$ cat src/rtl/lsu_dbus_ctrl_pkg.sv
// Shared types and constants for the load/store data-bus controller.
// State encodings, load/store mask values and the data path width.
package lsu_dbus_ctrl_pkg;

  localparam int XLEN = 32;

  typedef enum logic [2:0] {
    LSU_IDLE  = 3'd0,
    LSU_REQ   = 3'd1,
    LSU_WAIT  = 3'd2,
    LSU_DRAIN = 3'd3,
    LSU_DONE  = 3'd4
  } lsu_state_e;

  localparam logic [3:0] LS_MASK_B   = 4'b0001;
  localparam logic [3:0] LS_MASK_H   = 4'b0011;
  localparam logic [3:0] LS_MASK_W   = 4'b1111;
  localparam int         LS_SIGN_BIT = 4;

endpackage

$ cat src/rtl/lsu_dbus_ctrl_align.sv
// Lane alignment for data-bus accesses: byte enables, replicated store data, word address.
// LSU_MISALIGN_EXP_EN: flag misaligned half/word accesses instead of silently aligning them.
module lsu_align
  import lsu_dbus_ctrl_pkg::*;
(
  input  logic [XLEN-1:0] addr_i,
  input  logic [3:0]      mask_i,
  input  logic [XLEN-1:0] wdata_i,
  output logic [XLEN-1:0] addr_o,
  output logic [1:0]      addr_lo_o,
  output logic [3:0]      be_o,
  output logic [XLEN-1:0] wdata_o,
  output logic            misalign_o
);

  logic bad;

  assign bad = ((mask_i == LS_MASK_H) && addr_i[0]) ||
               ((mask_i == LS_MASK_W) && (addr_i[1:0] != 2'b00));

`ifdef LSU_MISALIGN_EXP_EN
  assign addr_lo_o  = addr_i[1:0];
  assign misalign_o = bad;
`else
  // Drop the offending low bits so the access completes as an aligned one.
  assign addr_lo_o  = !bad ? addr_i[1:0] :
                      (mask_i == LS_MASK_H) ? {addr_i[1], 1'b0} : 2'b00;
  assign misalign_o = 1'b0;
`endif

  assign addr_o = {addr_i[XLEN-1:2], 2'b00};
  assign be_o   = mask_i << addr_lo_o;

  always_comb begin
    wdata_o = wdata_i;
    if (mask_i == LS_MASK_B)      wdata_o = {4{wdata_i[7:0]}};
    else if (mask_i == LS_MASK_H) wdata_o = {2{wdata_i[15:0]}};
  end

endmodule

$ cat src/rtl/lsu_dbus_ctrl.sv
// Load/store controller: one EX access at a time over a req/gnt/rvalid data bus, with timeout.
// LSU_MISALIGN_EXP_EN (in lsu_align) turns misaligned half/word accesses into a misalign completion.
//
// state     | meaning
// IDLE      | no access outstanding, may accept from EX
// REQ       | dbus_req held high until granted
// WAIT      | granted, waiting for rvalid
// DRAIN     | flushed after grant, discard the pending rvalid
// DONE      | one-cycle completion pulse to the memory stage
module lsu_dbus_ctrl
  import lsu_dbus_ctrl_pkg::*;
#(
  parameter int TIMEOUT_CYCLES = 255
) (
  input  logic            clk,
  input  logic            rst,
  input  logic            ex_valid,
  input  logic            ex_is_load,
  input  logic            ex_is_store,
  input  logic [XLEN-1:0] ex_ls_addr,
  input  logic [4:0]      ex_ls_mask,
  input  logic [XLEN-1:0] ex_store_data,
  input  logic            flush,
  output logic            dbus_req,
  output logic            dbus_we,
  output logic [XLEN-1:0] dbus_addr,
  output logic [3:0]      dbus_be,
  output logic [XLEN-1:0] dbus_wdata,
  input  logic            dbus_gnt,
  input  logic            dbus_rvalid,
  input  logic [XLEN-1:0] dbus_rdata,
  output logic            lsu_stall,
  output logic            lsu_done,
  output logic [XLEN-1:0] lsu_load_data,
  output logic [1:0]      lsu_addr_2low,
  output logic [4:0]      lsu_l_mask,
  output logic            lsu_bus_err,
  output logic            lsu_misalign
);

  localparam int CW = $clog2(TIMEOUT_CYCLES + 1);

  lsu_state_e      state_q;
  logic [CW-1:0]   cnt_q, cnt_d;
  logic            timeout;
  logic            accept;
  logic            req_q, we_q, done_q, bus_err_q, misalign_q;
  logic [XLEN-1:0] addr_q, wdata_q, load_data_q;
  logic [3:0]      be_q;
  logic [1:0]      addr_2low_q;
  logic [4:0]      l_mask_q;

  logic [XLEN-1:0] al_addr, al_wdata;
  logic [1:0]      al_lo;
  logic [3:0]      al_be;
  logic            al_misalign;

  lsu_align u_align (
    .addr_i     (ex_ls_addr),
    .mask_i     (ex_ls_mask[3:0]),
    .wdata_i    (ex_store_data),
    .addr_o     (al_addr),
    .addr_lo_o  (al_lo),
    .be_o       (al_be),
    .wdata_o    (al_wdata),
    .misalign_o (al_misalign)
  );

  assign accept  = (state_q == LSU_IDLE) && ex_valid && (ex_is_load || ex_is_store) && !flush;
  assign cnt_d   = cnt_q + CW'(1);
  assign timeout = (cnt_d == CW'(TIMEOUT_CYCLES));

  always_ff @(posedge clk or posedge rst) begin
    if (rst) begin
      state_q     <= LSU_IDLE;
      cnt_q       <= '0;
      req_q       <= 1'b0;
      we_q        <= 1'b0;
      addr_q      <= '0;
      be_q        <= '0;
      wdata_q     <= '0;
      load_data_q <= '0;
      addr_2low_q <= '0;
      l_mask_q    <= '0;
      done_q      <= 1'b0;
      bus_err_q   <= 1'b0;
      misalign_q  <= 1'b0;
    end else begin
      done_q     <= 1'b0;
      bus_err_q  <= 1'b0;
      misalign_q <= 1'b0;
      case (state_q)
        LSU_IDLE: begin
          if (accept) begin
            addr_q      <= al_addr;
            we_q        <= ex_is_store;
            be_q        <= al_be;
            wdata_q     <= al_wdata;
            addr_2low_q <= al_lo;
            l_mask_q    <= {ex_ls_mask[LS_SIGN_BIT], ex_ls_mask[3:0]};
            cnt_q       <= '0;
            if (al_misalign) begin
              state_q    <= LSU_DONE;
              done_q     <= 1'b1;
              misalign_q <= 1'b1;
            end else begin
              state_q <= LSU_REQ;
              req_q   <= 1'b1;
            end
          end
        end
        LSU_REQ: begin
          cnt_q <= cnt_d;
          if (flush) begin
            req_q   <= 1'b0;
            state_q <= dbus_gnt ? LSU_DRAIN : LSU_IDLE;
          end else if (dbus_gnt) begin
            req_q   <= 1'b0;
            state_q <= LSU_WAIT;
          end else if (timeout) begin
            req_q       <= 1'b0;
            state_q     <= LSU_DONE;
            done_q      <= 1'b1;
            bus_err_q   <= 1'b1;
            load_data_q <= '0;
          end
        end
        LSU_WAIT: begin
          cnt_q <= cnt_d;
          if (dbus_rvalid) begin
            if (flush) begin
              state_q <= LSU_IDLE;
            end else begin
              state_q <= LSU_DONE;
              done_q  <= 1'b1;
              if (!we_q) load_data_q <= dbus_rdata;
            end
          end else if (flush) begin
            state_q <= LSU_DRAIN;
          end else if (timeout) begin
            state_q     <= LSU_DONE;
            done_q      <= 1'b1;
            bus_err_q   <= 1'b1;
            load_data_q <= '0;
          end
        end
        LSU_DRAIN: begin
          cnt_q <= cnt_d;
          if (dbus_rvalid || timeout) state_q <= LSU_IDLE;
        end
        default: state_q <= LSU_IDLE;
      endcase
    end
  end

  assign dbus_req      = req_q;
  assign dbus_we       = we_q;
  assign dbus_addr     = addr_q;
  assign dbus_be       = be_q;
  assign dbus_wdata    = wdata_q;
  assign lsu_done      = done_q;
  assign lsu_bus_err   = bus_err_q;
  assign lsu_misalign  = misalign_q;
  assign lsu_load_data = load_data_q;
  assign lsu_addr_2low = addr_2low_q;
  assign lsu_l_mask    = l_mask_q;
  assign lsu_stall     = (state_q == LSU_REQ) || (state_q == LSU_WAIT) ||
                         (state_q == LSU_DRAIN) || accept;

endmodule
$ cat config.mk
export PLATFORM = sky130hd
export DESIGN_NAME = lsu_dbus_ctrl
export DESIGN_NICKNAME = d
export VERILOG_FILES = /design/src/rtl/lsu_dbus_ctrl_pkg.sv /design/src/rtl/lsu_dbus_ctrl_align.sv /design/src/rtl/lsu_dbus_ctrl.sv
export SDC_FILE = /design/constraint.sdc
export NUM_CORES = 1
export LEC_CHECK = 0
export ABC_AREA = 1
export CORE_AREA = 2 2 118 120
export DETAILED_ROUTE_END_ITERATION = 6
export DIE_AREA = 0 0 120 122
export PLACE_DENSITY_LB_ADDON = 0.25
export SYNTH_ARGS = -nofsm -noshare
export SYNTH_HDL_FRONTEND = slang
export SYNTH_HIERARCHICAL = 1
export SYNTH_SLANG_ARGS = --single-unit
$ cat constraint.sdc
create_clock -name clk -period 5.22 [get_ports clk]
set_input_delay 0.522 -clock clk [delete_from_list [all_inputs] [get_ports clk]]
set_output_delay 0.522 -clock clk [all_outputs]
set_load 0.1 [all_outputs]
# Word level (Yosys, flattened, before mapping)
# Cells that the tools add are included.
[word_totals]
reg_bits = 120
in_bits = 109
output_inout_bits = 113
word_cells = 89
[classes]
add_sub_neg = 1
eq_ne = 14
shift = 1
muxes = 38
reduce_logical = 23
[op_table]
columns = ["operator", "n"]
rows = [
  ["$mux 32", 9],
  ["$pmux 32 s2", 1],
  ["$mux 3", 8],
  ["$pmux 8 s2", 1],
  ["$pmux 3 s4", 1],
  ["$mux 1", 11],
  ["$ne 2x2->1 const B", 5],
  ["$add 8x1->8 const B", 1],
  ["$eq 8x8->1 const B", 1],
  ["$mux 8", 1],
  ["$reduce_bool 2->1", 4],
  ["$eq 3x2->1 const B", 2],
  ["$logic_or 1x1->1", 6],
  ["$mux 2", 3],
  ["$pmux 1 s2", 3],
  ["$reduce_and 2->1", 3],
  ["$logic_and 1x1->1", 5],
  ["$reduce_and 5->1", 1],
  ["$eq 4x1->1 const B", 1],
  ["$eq 4x2->1 const B", 1],
  ["$eq 4x4->1 const B", 1],
  ["$ne 4x4->1 const B", 1],
  ["$shl 4x2->4", 1],
  ["$eq 3x1->1 const B", 1],
  ["5 further kinds", 5],
]

# Logic depth before layout (Yosys ltp)
# Gate-level depths: netlist (run 1).
[depth]
word_depth = 6
ltp_mapped = 13
mapped_depth_nobuf = 12

# Hierarchy
# The synthesis (run 1) kept the hierarchy.
[by_module_without_submodules]
columns = ["module", "instances", "cells_per_inst", "area_each_um2", "seq_area_each_um2"]
rows = [
  ["lsu_dbus_ctrl", 1, 594, 5107.4, 3078.0],
  ["lsu_align", 1, 149, 820.8, 0.0],
]

# Worst setup path after synthesis (run 1)
# OpenSTA, ideal clock, no wires.
[synth_path]
kind = "input -> output"
start = "input flush"
end = "output lsu_stall"
arrival_ns = 1.885
t_required_ns = 4.698
path_slack_ns = 2.813
path_stages = 5
path_buffers = 1
path_cell_list = "inv_2 -> o211a_1 -> nand2_1 -> buf_2 -> nand2_1"
[synth_between]
elab_chain_len = 3
[synth_lines]
columns = ["element", "line", "source"]
rows = [
  ["start: declaration", "lsu_dbus_ctrl.sv:23", "input logic flush,"],
  ["$logic_not 1->1", "lsu_dbus_ctrl.sv:69", "assign accept = (state_q == LSU_IDLE) && ex_valid && (ex_is_load || ex_is_store) && !flush;"],
  ["$logic_and 1x1->1", "lsu_dbus_ctrl.sv:69", ""],
  ["$logic_or 1x1->1", "lsu_dbus_ctrl.sv:168", "(state_q == LSU_DRAIN) || accept;"],
  ["end: declaration", "lsu_dbus_ctrl.sv:32", "output logic lsu_stall,"],
]
# Every way passes these cells.

# Final worst setup path (run 1)
# Ends and elaborated chain as after synthesis.

==> summary by stage, run 1 <==
Outcome
The run finished with clean final reports.

Setup path
On the critical path the largest part of the delay comes from buffers and inverters. The capture instance of the worst register-to-register path is dbus_wdata[4]. The signal on the critical path passes through clkdlybuf4s50_1 > inv_2 > o211a_1 > nand2_2 > nand2_1 > clkdlybuf4s50_1. The highest fanout seen on the critical path is 10. For this run, the slowest stage of the critical path takes 1.17 ns.

The startpoint identified for the worst register-to-register timing path is state_q[0]. The worst setup path is of the input port to output pin kind. The library cell appearing most often on the critical path is clkdlybuf4s50_1.

For this design, the slowest cell found on the critical path is clkdlybuf4s50_1. The worst register-to-register path has a depth of 9. Data on the critical path arrives at its endpoint at 2.76 ns. Together, buffers and inverters on the worst path number 3. STA classifies the critical path startpoint as an input port.

The endpoint class of the critical path is an output pin. At the worst endpoint, the required time is 4.70 ns. The worst register-to-register path has a setup slack of 2.80 ns.

CTS
The maximum level of the CTS H-tree is 4. Once the clock tree was built, the setup fixing pass inserted 0 buffers. The clock tree from TritonCTS is built.

The clock passes through at most 2 buffers. The clock buffer count from CTS is 17. The worst-skew pair later-pin latency is 0.42 ns. Post-CTS repair changed the size of 0 cells. The cell sitting at the root of the clock tree is a clkbuf_16. Hold repair after CTS inserted 0 buffers. Counting every sink on the clock net gives 123. The clock slew at the register clock pins of the worst setup and hold paths is 0.06 ns.

Finish
The ratio of cells with drive above 1 in the final layout is 9.13%. The share of the core filled with cells is 63.2%. The area growth from synthesis to layout is 43.9%. For this run, the post-layout net count is 1029.

The number of antenna diodes in the final layout is 0.

Die
The core region is 13500 sq um. The die extent in y is 122 um. The initial core utilization is 43.9%.

Row generation in the floorplan step produced 43 rows. The die covers 14600 sq um. The die boundary width is 120 um. 222 I/O pins were placed.

Yosys
After synthesis, the mean cell area works out to 7.98 sq um. The primary flip-flop cell chosen by synthesis mapping is dfrtp_1. By area the synthesized netlist is led by dfrtp_1, nand2_1, buf_4.

The cell area after synthesis is 5930 sq um. The count of flip-flops with a built-in enable after synthesis is 0. The share of synthesized flip-flops with an asynchronous set or reset is 100%.

During synthesis, Yosys emitted a total of 6 warnings. The post-synthesis sequential area ratio is 51.9%. The flip-flop and latch count after synthesis is 123.

The cell with the most instances after synthesis is nand2_1. After technology mapping, the gate count stands at 743. The synthesized design devotes to its leading area cell type 51.9% of total area. The biggest area contributor in the post-synthesis netlist is dfrtp_1. The commonest cells after synthesis are nand2_1, dfrtp_1, buf_4, inv_1, nand2_2. After synthesis, the netlist uses 30 different library cells.

STA
At the pin with the least slew margin, the transition time is 1.05 ns. The number of slew-limit violations in the final report is 0. The post-route minimum period is 3.28 ns. The final total negative setup slack is 0 ns. The final-report hold violation count is 0. The total of endpoints with negative setup slack in the final report is 0.

The worst hold slack after final layout is 0.465 ns. Measured against its own limit, the worst slew margin works out to 30.1%. The worst-case clock skew is 0.0114 ns. For this run, the top clock speed supported by timing is 0.304 GHz. The final critical path takes up 62.9% of the cycle. Setup repair after global routing left no endpoint under its margin.

Hold path
The start point of the worst hold path is lsu_load_data[3]. The number of instances on the worst hold path is 2. The capture endpoint of the worst hold path is lsu_load_data[3].

The path class of the tightest hold or removal check is flop to flop.

Detailed routing
In the routed design, unresolved DRC markers number 0. The first detailed-routing pass took 5 iterations. The aggregate routed wire length is 15400 um. Once detail routing completed, the nets flagged for antenna violations numbered 0. The detailed-route vias per instance is 4.72. The number of design-rule violations left by the first detailed-router iteration is 321. The total vias in the final route is 5242. The average wire length per cell after detail routing is 13.8 um.

Global route
The largest net degree at the start of global routing is 85. The total overflow left after global routing is 0. The number of antenna violations at the first check in global routing is 0. The number of global-route vias before repair was 4928. Global routing used 21.1% of the available tracks across all layers. The first-pass GRT wire length is 24400 um.

Placement
At the end of routability-driven placement, the weighted congestion stood at 0.849. The port buffer count is 221. Once detailed placement completed, the half-perimeter wirelength came to 10600 um.

Flow run
Max-cap violations in this run came to 0.
metrics by stage:
| step | cells | setup slack (ns) | instance area, sq um |
|---|---|---|---|
| after detailed placement | 1079 | 1.93 | 7930 |
| after global placement | 1079 | 1.94 | 7930 |
| final | 1111 | 1.94 | 8530 |
| after global routing | 1111 | 1.87 | 8530 |
| after floorplan | 745 | 1.43 | 5940 |
| after CTS | 1111 | 1.92 | 8530 |
layer usage:
layer,up-vias,GRT usage (%),share of wire [%]
met3,14,6.18,7.5
met4,0,6.84,1.2
li1,2605,-,-
met2,186,34.7,47
met5,-,0,0
met1,2437,26.9,44
state kept, by name (all words and copies together) (netlist names):
register and cells:
lsu_addr_2low 2, lsu_misalign 1, lsu_load_data 32, cnt_q 8
lsu_bus_err 1, state_q 3, dbus_be 4, dbus_wdata 32
lsu_done 1, dbus_addr 32, lsu_l_mask 5, dbus_req 1
dbus_we 1
worst register-to-register path: stages (launching register included):
cell and delay, ns:
dfrtp_1 0.39, nor2_1 0.16, nand2_1 0.12, inv_1 0.10, nand2_2 0.06, buf_4 0.35
inv_2 0.27, buf_4 0.61, nand2_1 0.20, nand2_1 0.10
worst max path at each step:
stage / slack, ns / depth (start not counted) / end / start
after floorplan: 1.43 / 1 / cnt_q[0] / rst
after global placement: 1.94 / 6 / lsu_stall / flush
final: 1.94 / 6 / lsu_stall / flush
after global routing: 1.87 / 6 / lsu_stall / flush
after CTS: 1.92 / 6 / lsu_stall / flush
after detailed placement: 1.93 / 6 / lsu_stall / flush
cell usage in the layout, fill, tap and decap left out, types with 3 or more instances in the layout:
cell,instances
clkinvlp_4,3
nand2_4,3
clkinv_4,4
nand3_1,25
o21ai_0,11
dfrtp_1,123
a21oi_1,18
inv_2,6
nor2_1,13
nor2_4,5
clkbuf_16,17
buf_4,4
inv_6,5
inv_1,27
nand2_1,377
clkdlybuf4s50_1,221
o22ai_1,6
nand2_2,27
conb_1,3
o21ai_1,10
nand4_1,5
cell families (layout without fill, tap and decap cells):
logic type	after synthesis	after routing	share of synthesized area [%]
DFF	123	123	51.9
buffers and inverters	106	292	10.3
AOI/OAI and AO/OA	51	51	4.98
other	1	3	0.0633
adders and majority gates	2	2	0.422
and+or+nand+nor	460	460	32.3
area by class of cell:
cell class                 instances  area [sq um]
clock buffer                      18           439
fill                            1170          4980
tap                              180           225
inverter                          35           134
timing repair buffer             225          2240
sequential                       123          3080
multi-input combinational        516          2250
clock inverter                    14           161
Power of run 1 is not shown: default switching activity piles up to over one toggle a cycle in this logic, so the estimate is an artifact.
==> inputs of run 2 (changes only) <==
- CORE_AREA: 2 2 118 120 -> 2 2 125 127
- DIE_AREA: 0 0 120 122 -> 0 0 127 129
- clock period: 5.22 -> 3 ns (I/O delays scaled with it)
==> summary by stage, run 2 (synthesis gave the netlist of run 1 again) <==
Finish
The final layout net count is 1033 (was 1029). The area of all placed cells without fillers is 8450 sq um (was 8530 sq um). The ratio of cells with drive above 1 in the final layout is 18.4% (was 9.13%).

The number of filler cells placed in the layout was 1402 (was 1170). The antenna diode count is 0 (unchanged). The most common library cell in the layout ignoring fill and taps is nand2_1 (unchanged).

The area growth from synthesis to layout is 42.5% (was 43.9%). Commonest cells after routing, fill and taps aside: nand2_1, clkdlybuf4s50_1, dfrtp_1 (unchanged). The final cell count without fillers came to 1123 (was 1111).

STA
The worst hold slack after final layout is 0.412 ns (was 0.465 ns). The final total negative setup slack is 0 ns (unchanged). The share of the clock period used by the worst path is 75.0%. The number of slew-limit violations in the final report is 0 (unchanged). The final-report hold violation count is 0 (unchanged). The transition at the pin with the smallest max-transition slack is 0.977 ns (was 1.05 ns). The smallest clock period supported by the final layout is computed as 2.25 ns.

The total of endpoints with negative setup slack in the final report is 0 (unchanged). Derived from the worst setup path, the maximum achievable clock frequency is 0.445 GHz. The relative slew slack was 34.7% (was 30.1%).

The worst-case clock skew is 0.00957 ns (was 0.0114 ns). Setup repair after global routing missed its margin: no (unchanged).

Setup path
The worst setup path category is flop to output pin (was input port to output pin). The type of origin of the critical path is a flop (was input port). The slowest stage cell on the critical path is clkdlybuf4s50_1 (unchanged). The buffering stage count on the worst path with inverters included is 1 (was 3).

The arrival time of the worst setup path is 1.95 ns (was 2.76 ns). The beginning of the worst register-to-register path is cnt_q[0] (was state_q[0]). The delay of the slowest critical-path stage is 1.15 ns (was 1.17 ns). Cell breakdown of the critical path: clkdlybuf4s50_1 (was clkdlybuf4s50_1 > inv_2 > o211a_1 > nand2_2 > nand2_1 > clkdlybuf4s50_1).

The endpoint class of the critical path is an output pin (unchanged). The highest fanout seen on the critical path came to 2 (was 10). The required arrival time at the worst endpoint was 2.70 ns (was 4.70 ns). The kind of cell adding the most delay to the critical path is buffers and inverters (unchanged). The worst setup path startpoint is lsu_load_data[22] (was flush).

Detailed routing
The detailed-route vias per instance came to 4.58 (was 4.72). The number of design-rule violations left by the first detailed-router iteration is 264 (was 321). The length of the first detailed-routing pass in iterations came to 4 (was 5). The total DRC errors in the routed layout is 0 (unchanged). The count of antenna-violating nets left after detailed routing was 0 (unchanged).

The average wire length per cell after detail routing is 14.0 um (was 13.8 um). The total vias in the final route is 5138 (was 5242). The aggregate routed wire length is 15800 um (was 15400 um).

CTS
The clock tree from TritonCTS is built (unchanged). The clock slew at the register clock pins of the worst setup and hold paths is 0.06 ns (about the same). The deepest clock path buffer count is 2 (unchanged).

The clock buffer count from CTS was 17 (unchanged). The worst-skew pair later-pin latency is 0.42 ns (about the same). The clock sink count came to 123 (unchanged). The post-cts repair resize count is 0 (unchanged). The root buffer cell is clkbuf_16 (unchanged). The number of buffers inserted for hold repair after clock tree synthesis is 0 (unchanged). The maximum level of the CTS H-tree is 4 (unchanged).

The post-CTS setup repair buffer count is 0 (unchanged).

Hold path
The start point of the worst hold path is ex_ls_addr[4] (was lsu_load_data[3]). The kind of path behind the tightest hold check is input port to flop (was flop to flop).

Die
The number of core rows is 45 (was 43). The die footprint came to 16400 sq um (was 14600 sq um). The die boundary width came to 127 um (was 120 um). The area of the core is 15000 sq um (was 13500 sq um). The die extent in y is 129 um (was 122 um). The number of top-level pins is 222 (unchanged). The initial core utilization is 39.6% (was 43.9%).

Placement
The HPWL after detailed placement is 10800 um (was 10600 um). The cell count after placement is 1091 (was 1079). The last weighted congestion value of the routability-driven placer is 0.823 (was 0.849). The standard cell area after detailed placement came to 7800 sq um (was 7930 sq um). The port buffer count is 221 (unchanged).

Global route
The largest net degree at the start of global routing is 124 (was 85). The first-pass GRT wire length is 24800 um (was 24400 um). The number of antenna violations at the first check in global routing is 0 (unchanged). The total overflow reported by the global router came to 0 (unchanged). The total global-route track usage is 19.3% (was 21.1%).

The number of global-route vias before repair is 4855 (was 4928).

Flow run
The max-capacitance violation count was 0 (unchanged).

Outcome
Status: completed (unchanged).
## run 2: final timing paths
kind                            cells after the start                end  slack (ns)
worst max-delay path                                1  lsu_load_data[22]        0.75
worst min register to register                      2   lsu_load_data[2]        0.47
worst min-delay path                                3       dbus_addr[4]        0.41
min in group asynchronous                           3  lsu_load_data[17]        0.44
max in group asynchronous                           3         state_q[0]        2.07
worst max register to register                     12  lsu_load_data[13]        1.01
## run 2: final cells by class
class	instances	area (sq um)	share of cell area, %
multi-input cells	516	2250	26.6
clock inverters	15	223	2.64
flip-flops and latches	123	3080	36.4
clock buffers	17	425	5.04
repair buffers	229	2100	24.9
inverters	35	135	1.60
well taps	188	235	2.78
## run 2: layer usage
layer | up-vias | track usage (%) | wire length (um)
li1 | 2616 | - | -
met1 | 2345 | 25.3 | 7010
met2 | 164 | 29.8 | 7310
met3 | 13 | 7.32 | 1210
met4 | 0 | 6.33 | 221
met5 | - | 0 | 0
## run 2: metrics by stage
step | worst slack [ns] | utilization (%)
after floorplan | 0.966 | -
after global placement | 0.992 | 52.1
after detailed placement | 0.976 | 52.1
after CTS | 0.732 | 56.4
after global routing | 0.690 | 56.4
final | 0.751 | 56.4
Power of run 2 is left out for the same reason.
==> inputs of run 3 (changes only) <==
- clock period: 3 -> 2.06 ns (I/O delays scaled with it)
==> summary by stage, run 3 (synthesis gave the netlist of run 1 again) <==
Setup path
The beginning of the worst register-to-register path was state_q[1] (was cnt_q[0]). The required arrival time at the worst endpoint is 2.41 ns (was 2.70 ns). The capture instance of the worst register-to-register path is lsu_load_data[20] (was lsu_load_data[13]). The worst setup path startpoint is state_q[1] (was lsu_load_data[22]). The highest fanout seen on the critical path was 22 (was 2). The cell depth of the worst flop-to-flop path is 10 (was 12).

The endpoint class of the critical path is a flop (was output pin). The critical path endpoint is lsu_load_data[20] (was lsu_load_data[22]). The arrival time of the worst setup path was 2.24 ns (was 1.95 ns).

The reg2reg setup slack is 0.17 ns (was 1.01 ns). The worst setup path category was flop to flop (was flop to output pin). The type of origin of the critical path is a flop (unchanged).

Global route
The number of global-route vias before repair came to 5000 (was 4855). The total global-route track usage is 19.9% (was 19.3%). The total overflow reported by the global router is 0 (unchanged). The number of antenna violations at the first check in global routing is 0 (unchanged). The largest net degree at the start of global routing was 81 (was 124). The first-pass GRT wire length came to 25600 um (was 24800 um).

Finish
Commonest cells after routing, fill and taps aside: nand2_1, dfrtp_1, buf_4 (was nand2_1, clkdlybuf4s50_1, dfrtp_1). The area occupied by registers is 3080 sq um (unchanged). The final layout net count is 1039 (was 1033). The number of filler cells placed in the layout is 1429 (was 1402). The ratio of cells with drive above 1 in the final layout is 22.0% (was 18.4%). The total area of multi-input combinational cells is 2260 sq um (was 2250 sq um). The most common library cell in the layout ignoring fill and taps was nand2_1 (unchanged).

The area growth from synthesis to layout is 41.9% (was 42.5%). The antenna diode count is 0 (unchanged).

STA
The total of endpoints with negative setup slack in the final report is 0 (unchanged). Setup repair after global routing missed its margin: no (unchanged). The worst-case clock skew came to 0.00856 ns (was 0.00957 ns). The transition at the pin with the smallest max-transition slack is 0.554 ns (was 0.977 ns). The final-report hold violation count came to 0 (unchanged). Derived from the worst setup path, the maximum achievable clock frequency is 0.529 GHz. The relative slew slack was 63.1% (was 34.7%). The share of the clock period used by the worst path is 91.7%. The clock period could shrink to 1.89 ns. The number of slew-limit violations in the final report is 0 (unchanged). The final total negative setup slack came to 0 ns (unchanged).

Detailed routing
The length of the first detailed-routing pass in iterations is 4 (unchanged). The aggregate routed wire length came to 15800 um (about the same). The total DRC errors in the routed layout is 0 (unchanged).

The average wire length per cell after detail routing is 14.0 um (about the same). The count of antenna-violating nets left after detailed routing is 0 (unchanged). The number of design-rule violations left by the first detailed-router iteration is 276 (was 264).

The detailed-route vias per instance is 4.58 (about the same). The total vias in the final route is 5164 (was 5138).

Die
The area of the core is 15000 sq um (unchanged). The number of core rows is 45 (unchanged). The die footprint is 16400 sq um (unchanged). The number of top-level pins came to 222 (unchanged). The initial core utilization is 39.6% (unchanged). The die extent in y is 129 um (unchanged). The die boundary width was 127 um (unchanged).

CTS
The clock buffer count from CTS is 17 (unchanged). The maximum level of the CTS H-tree came to 4 (unchanged). The worst-skew pair later-pin latency is 0.42 ns (about the same). The clock sink count is 123 (unchanged). The deepest clock path buffer count was 2 (unchanged). The clock tree from TritonCTS is built (unchanged). The post-CTS setup repair buffer count is 0 (unchanged). The clock slew at the register clock pins of the worst setup and hold paths is 0.06 ns (about the same). The root buffer cell was clkbuf_16 (unchanged).

Hold path
The kind of path behind the tightest hold check is input port to asynchronous set/reset pin (was input port to flop).

Flow run
The max-capacitance violation count was 0 (unchanged).

Placement
The port buffer count is 221 (unchanged). The HPWL after detailed placement is 11200 um (was 10800 um). The last weighted congestion value of the routability-driven placer is 0.819 (was 0.823).

Outcome
Status: completed (unchanged).
## run 3: changes by cell type in the layout (fill, tap and decap cells not counted), moves of 2 or more
cell             change
buf_12               +4
buf_4               +32
bufinv_16            -2
clkdlybuf4s50_1     -30
clkinv_2             +3
clkinv_4             -3
## run 3: cell type report
type / instances / share of cell area, %
multi-input cells: 516 / 26.9
well taps: 188 / 2.80
flip-flops and latches: 123 / 36.6
clock buffers: 18 / 5.10
repair buffers: 235 / 25.2
inverters: 35 / 1.61
clock inverters: 13 / 1.80
## run 3: how the worst min path moves through the flow
stage	slack [ns]	startpoint	end
floorplan	0.32	ex_is_store	dbus_we
global route	0.30	rst	dbus_addr[7]
global placement	0.46	lsu_load_data[8]	lsu_load_data[8]
finish	0.27	rst	dbus_addr[14]
CTS	0.28	rst	dbus_addr[14]
detailed placement	0.46	lsu_load_data[1]	lsu_load_data[1]
## run 3: through the flow
stage | std cells | hold slack [ns] | setup WS [ns] | area (sq um) | util, %
finish | 1128 | 0.269 | 0.171 | 8410 | 56.2
global route | 1128 | 0.300 | 0.0125 | 8410 | 56.2
CTS | 1128 | 0.278 | 0.0605 | 8400 | 56.1
detailed placement | 1097 | 0.460 | 0.188 | 7820 | 52.2
global placement | 1097 | 0.456 | 0.235 | 7820 | 52.2
floorplan | 745 | 0.316 | 0.0342 | 5940 | -
## run 3: critical path, cell delays in order, from the launching register on
cell     delay, ns
dfrtp_1       0.42
inv_2         0.09
nand3_1       0.12
nor2_1        0.17
nand2_1       0.11
a22oi_2       0.28
nand2_1       0.11
inv_2         0.20
buf_12        0.19
nand2_1       0.07
nand2_2       0.06
## run 3: what timing repair did
item	in CTS	in global routing
gates resized for setup	0	2
setup endpoints to repair	0	12
hold buffers	0	0
## run 3: per-layer routing
layer	GRT usage [%]	up-vias	share of wire [%]
met4	7.18	0	1.8
met1	25.5	2360	44
met2	31.6	161	46
met3	6.57	21	7.4
li1	-	2622	-
met5	0	-	0
Power of run 3 is left out for the same reason.
==> variant 1 (flow settings as in run 1) <==
Set the parameter `TIMEOUT_CYCLES` to 510 (it was 255).
--- a/src/rtl/lsu_dbus_ctrl.sv
+++ b/src/rtl/lsu_dbus_ctrl.sv
@@ -10,7 +10,7 @@
 module lsu_dbus_ctrl
   import lsu_dbus_ctrl_pkg::*;
 #(
-  parameter int TIMEOUT_CYCLES = 255
+  parameter int TIMEOUT_CYCLES = 510
 ) (
   input  logic            clk,
   input  logic            rst,
Check against the original RTL: no difference found for any inputs over 4 cycles, from zero or initial values and one cycle with rst high; that may be too few to reach the edited logic, so the function may still have changed.
==> variant 1 against run 1 <==
- first-iteration DRC count decreased by 0.31%
- final area increased by 2.1%
- area after synthesis increased by 2.6%
- hold slack improved by 0.010 ns
- global-route usage grew 0.92 points
- routed wire length grew 1.4%
- setup slack got worse by 0.18 ns
- critical endpoint unchanged
- sequential cell count increased by 1
- non-clock buffer count did not move
Power is not shown: default switching activity piles up to over one toggle a cycle in this logic, so the estimate is an artifact.
==> variant 1: results (changes against run 1) <==
Detailed Route WL=15600 um (+1.4%); maximum number of pins on one net before global-route repair=125 (+47%); critical path arrival=2.95 ns (+0.19 ns); overall routing resource usage=22.0% (+0.92 points); uppermost layer routed=met4; Worst path max stage delay=1.20 ns (+0.03 ns); metal2 WL=7310 um (+0.11%); grt met2 use=34.8% (+0.14 points); share of layout cells above drive strength 1=10.2% (+1.1 points); met1 usage=27.9% (+0.97 points); first-pass GRT wire length=25300 um (+4.0%); Commonest cells post-synth=nand2_1 (331), dfrtp_1 (124), inv_1 (64); FF-to-FF path depth=9 (unchanged); Crit Path Max Fanout=9 (-1); met3 GRT Util=7.87% (+1.7 points); dpl ws=1.80 ns (-0.127 ns); Hold Path End=dbus_wdata[21]; largest cells by area after synthesis=dfrtp_1 (51%), nand2_1 (20%), buf_4 (5.3%); min-delay src=dbus_wdata[21]; min Tclk post-route=3.47 ns (+0.183 ns); drt wl/cell=14.0 um (+1.3%); R2R setup slack=2.70 ns (-0.10 ns); Root Buffer=clkbuf_16; Worst Skew=0.00862 ns (-0.00275 ns); Hold Slack=0.476 ns (+0.0101 ns); GPL Wtd Cong=0.870 (+2.5%); status=finished clean; reg-to-reg endpoint=dbus_wdata[27]; Cell variety after synth=31 (+3.3%); Avg Cell Area, Syn=8.17 um2 (+2.4%); max_slew headroom=29.4% (-0.64 points); final net count=1030 (+0.097%); Placed Cells=1080 (+0.093%); number of global-route vias before repair=5042 (+2.3%); DR WL met3=1330 um (+14%); Placed Area=8070 um2 (+1.8%)
[variant 1: cell types whose count changed in the layout (fill, tap and decap cells not counted), sizes merged, moves of 2 or more]
cell	run 1	this run
bufinv	2	4
clkbuf	18	21
clkinv	5	3
inv	39	68
nand2	407	341
nand3	27	25
nor2	19	17
o21ai	23	55
o22ai	6	8
[variant 1: cell type report]
type / instances / area [um2] / share of cell area (%)
flip-flops and latches: 124 / 3100 / 35.6
repair buffers: 225 / 2250 / 25.9
multi-input cells: 483 / 2230 / 25.6
clock buffers: 21 / 470 / 5.40
inverters: 68 / 258 / 2.96
well taps: 180 / 225 / 2.59
clock inverters: 11 / 165 / 1.90
[variant 1: cells by family (layout without fill, tap and decap cells)]
group	after synthesis	count (layout)	synth area share [%]
xor+xnor	1	1	0.144
fa+ha+maj	2	2	0.411
simple gates	390	390	26.3
compound gates	87	87	9.60
buf+inv	140	325	12.5
flops	124	124	51.0
other cells	1	3	0.0616
==> variant 2 (settings of run 1) <==
Without the edit above. The 5 states of `lsu_state_e` get a one-hot encoding in 5 bits.
--- a/src/rtl/lsu_dbus_ctrl_pkg.sv
+++ b/src/rtl/lsu_dbus_ctrl_pkg.sv
@@ -4,12 +4,12 @@
 
   localparam int XLEN = 32;
 
-  typedef enum logic [2:0] {
-    LSU_IDLE  = 3'd0,
-    LSU_REQ   = 3'd1,
-    LSU_WAIT  = 3'd2,
-    LSU_DRAIN = 3'd3,
-    LSU_DONE  = 3'd4
+  typedef enum logic [4:0] {
+    LSU_IDLE  = 5'b00001,
+    LSU_REQ   = 5'b00010,
+    LSU_WAIT  = 5'b00100,
+    LSU_DRAIN = 5'b01000,
+    LSU_DONE  = 5'b10000
   } lsu_state_e;
 
   localparam logic [3:0] LS_MASK_B   = 4'b0001;
Check against the original RTL: same outputs for any inputs over 4 cycles, from zero or initial values and one cycle with rst high; so few cycles prove little.
==> variant 2 against run 1 <==
- die area stayed put
- largest cell class unchanged
- cell count up 0.90%
- final area is 1.2% higher
- setup slack improved by 0.67 ns
- register-to-register slack lost 0.15 ns
- sequential cell count increased by 2
- area after synthesis grew 2.9%
- routed wire length rose by 2.4%
- non-clock buffer count stayed put
- critical path depth stayed put
- sequential share of layout area is 0.17 points higher
==> variant 2: results (changes against run 1) <==
DR WL met3=1390 um (+20%); reg-to-reg endpoint=lsu_load_data[10]; Worst Skew=0.00694 ns (-0.00443 ns); number of global-route vias before repair=5234 (+6.2%); met1 usage=27.9% (+0.99 points); final net count=1039 (+0.97%); Crit. Startpoint=state_q[0]; met3 GRT Util=8.10% (+1.9 points); status=finished clean; overall routing resource usage=22.2% (+1.0 points); final HPWL from detailed placement=10800 um (+1.9%); Cell variety after synth=30 (unchanged); post-DR vias/cell=4.84 (+2.7%); Starting DRT DRC Count=314 (-2.2%); CTS resizes=0 (unchanged); min-delay src=dbus_addr[7]; RR Startpoint=state_q[2]; setup bufs post-CTS=0 (unchanged); Via Count=5431 (+3.6%); Hold Path End=dbus_addr[7]; first-pass GRT wire length=25600 um (+5.0%); met1 wire length=6590 um (-2.1%); R2R setup slack=2.65 ns (-0.15 ns); DRT Pass-1 Iters=5 (unchanged); Crit Path Max Fanout=8 (-2); max_slew headroom=28.7% (-1.4 points); Commonest cells post-synth=nand2_1 (336), dfrtp_1 (124), nand3_1 (74); dpl ws=2.34 ns (+0.407 ns); Seq/Total Area, Yosys=51.3% (-0.63 points); CP Class=reg2out; maximum number of pins on one net before global-route repair=78 (-8.2%); grt met2 use=34.3% (-0.39 points); initial antenna violation count=0 (unchanged); min Tclk post-route=2.62 ns (-0.666 ns); metal2 WL=7350 um (+0.66%); H-Tree Depth=4 (unchanged); Avg Cell Area, Syn=8.05 um2 (+0.88%); Detailed Route WL=15700 um (+2.4%); Placed Area=8060 um2 (+1.7%); largest cells by area after synthesis=dfrtp_1 (51%), nand2_1 (21%), nand3_1 (6.1%); hold path cells=2 (unchanged); FF-to-FF path depth=8 (-1); Hold Slack=0.465 ns (-0.000854 ns); Placed Cells=1089 (+0.93%); port bufs=221 (unchanged); critical path arrival=2.10 ns (-0.66 ns); share of layout cells above drive strength 1=7.86% (-1.3 points); GPL Wtd Cong=0.875 (+3.1%)
==> variant 2: power by group <==
part | switching (mW) | internal (mW)
Clock | 0.463 | 0.660
Combinational | 2.72 | 0.732
Sequential | 0.199 | 1.30
Total | 3.38 | 2.69
==> variant 2: cell type report <==
class,instances,area (um2)
inverters,34,130
clock inverters,15,141
well taps,180,225
flip-flops and latches,125,3130
fillers,1195,4870
repair buffers,225,2240
clock buffers,17,425
multi-input cells,525,2340
==> variant 2: cells by family after synthesis <==
group,after synthesis,synth area share [%]
compound gates,53,4.57
flops,125,51.3
other cells,1,0.0615
buf+inv,110,10.6
simple gates,467,33.1
fa+ha+maj,2,0.410
==> variant 2: critical path, stage by stage (launching register included) <==
cell and delay (ns):
dfstp_2 0.55, nor2_1 0.07, nand3_2 0.12, nand2_2 0.10, nor2_2 0.33, nand2_2 0.21, buf_4 0.29
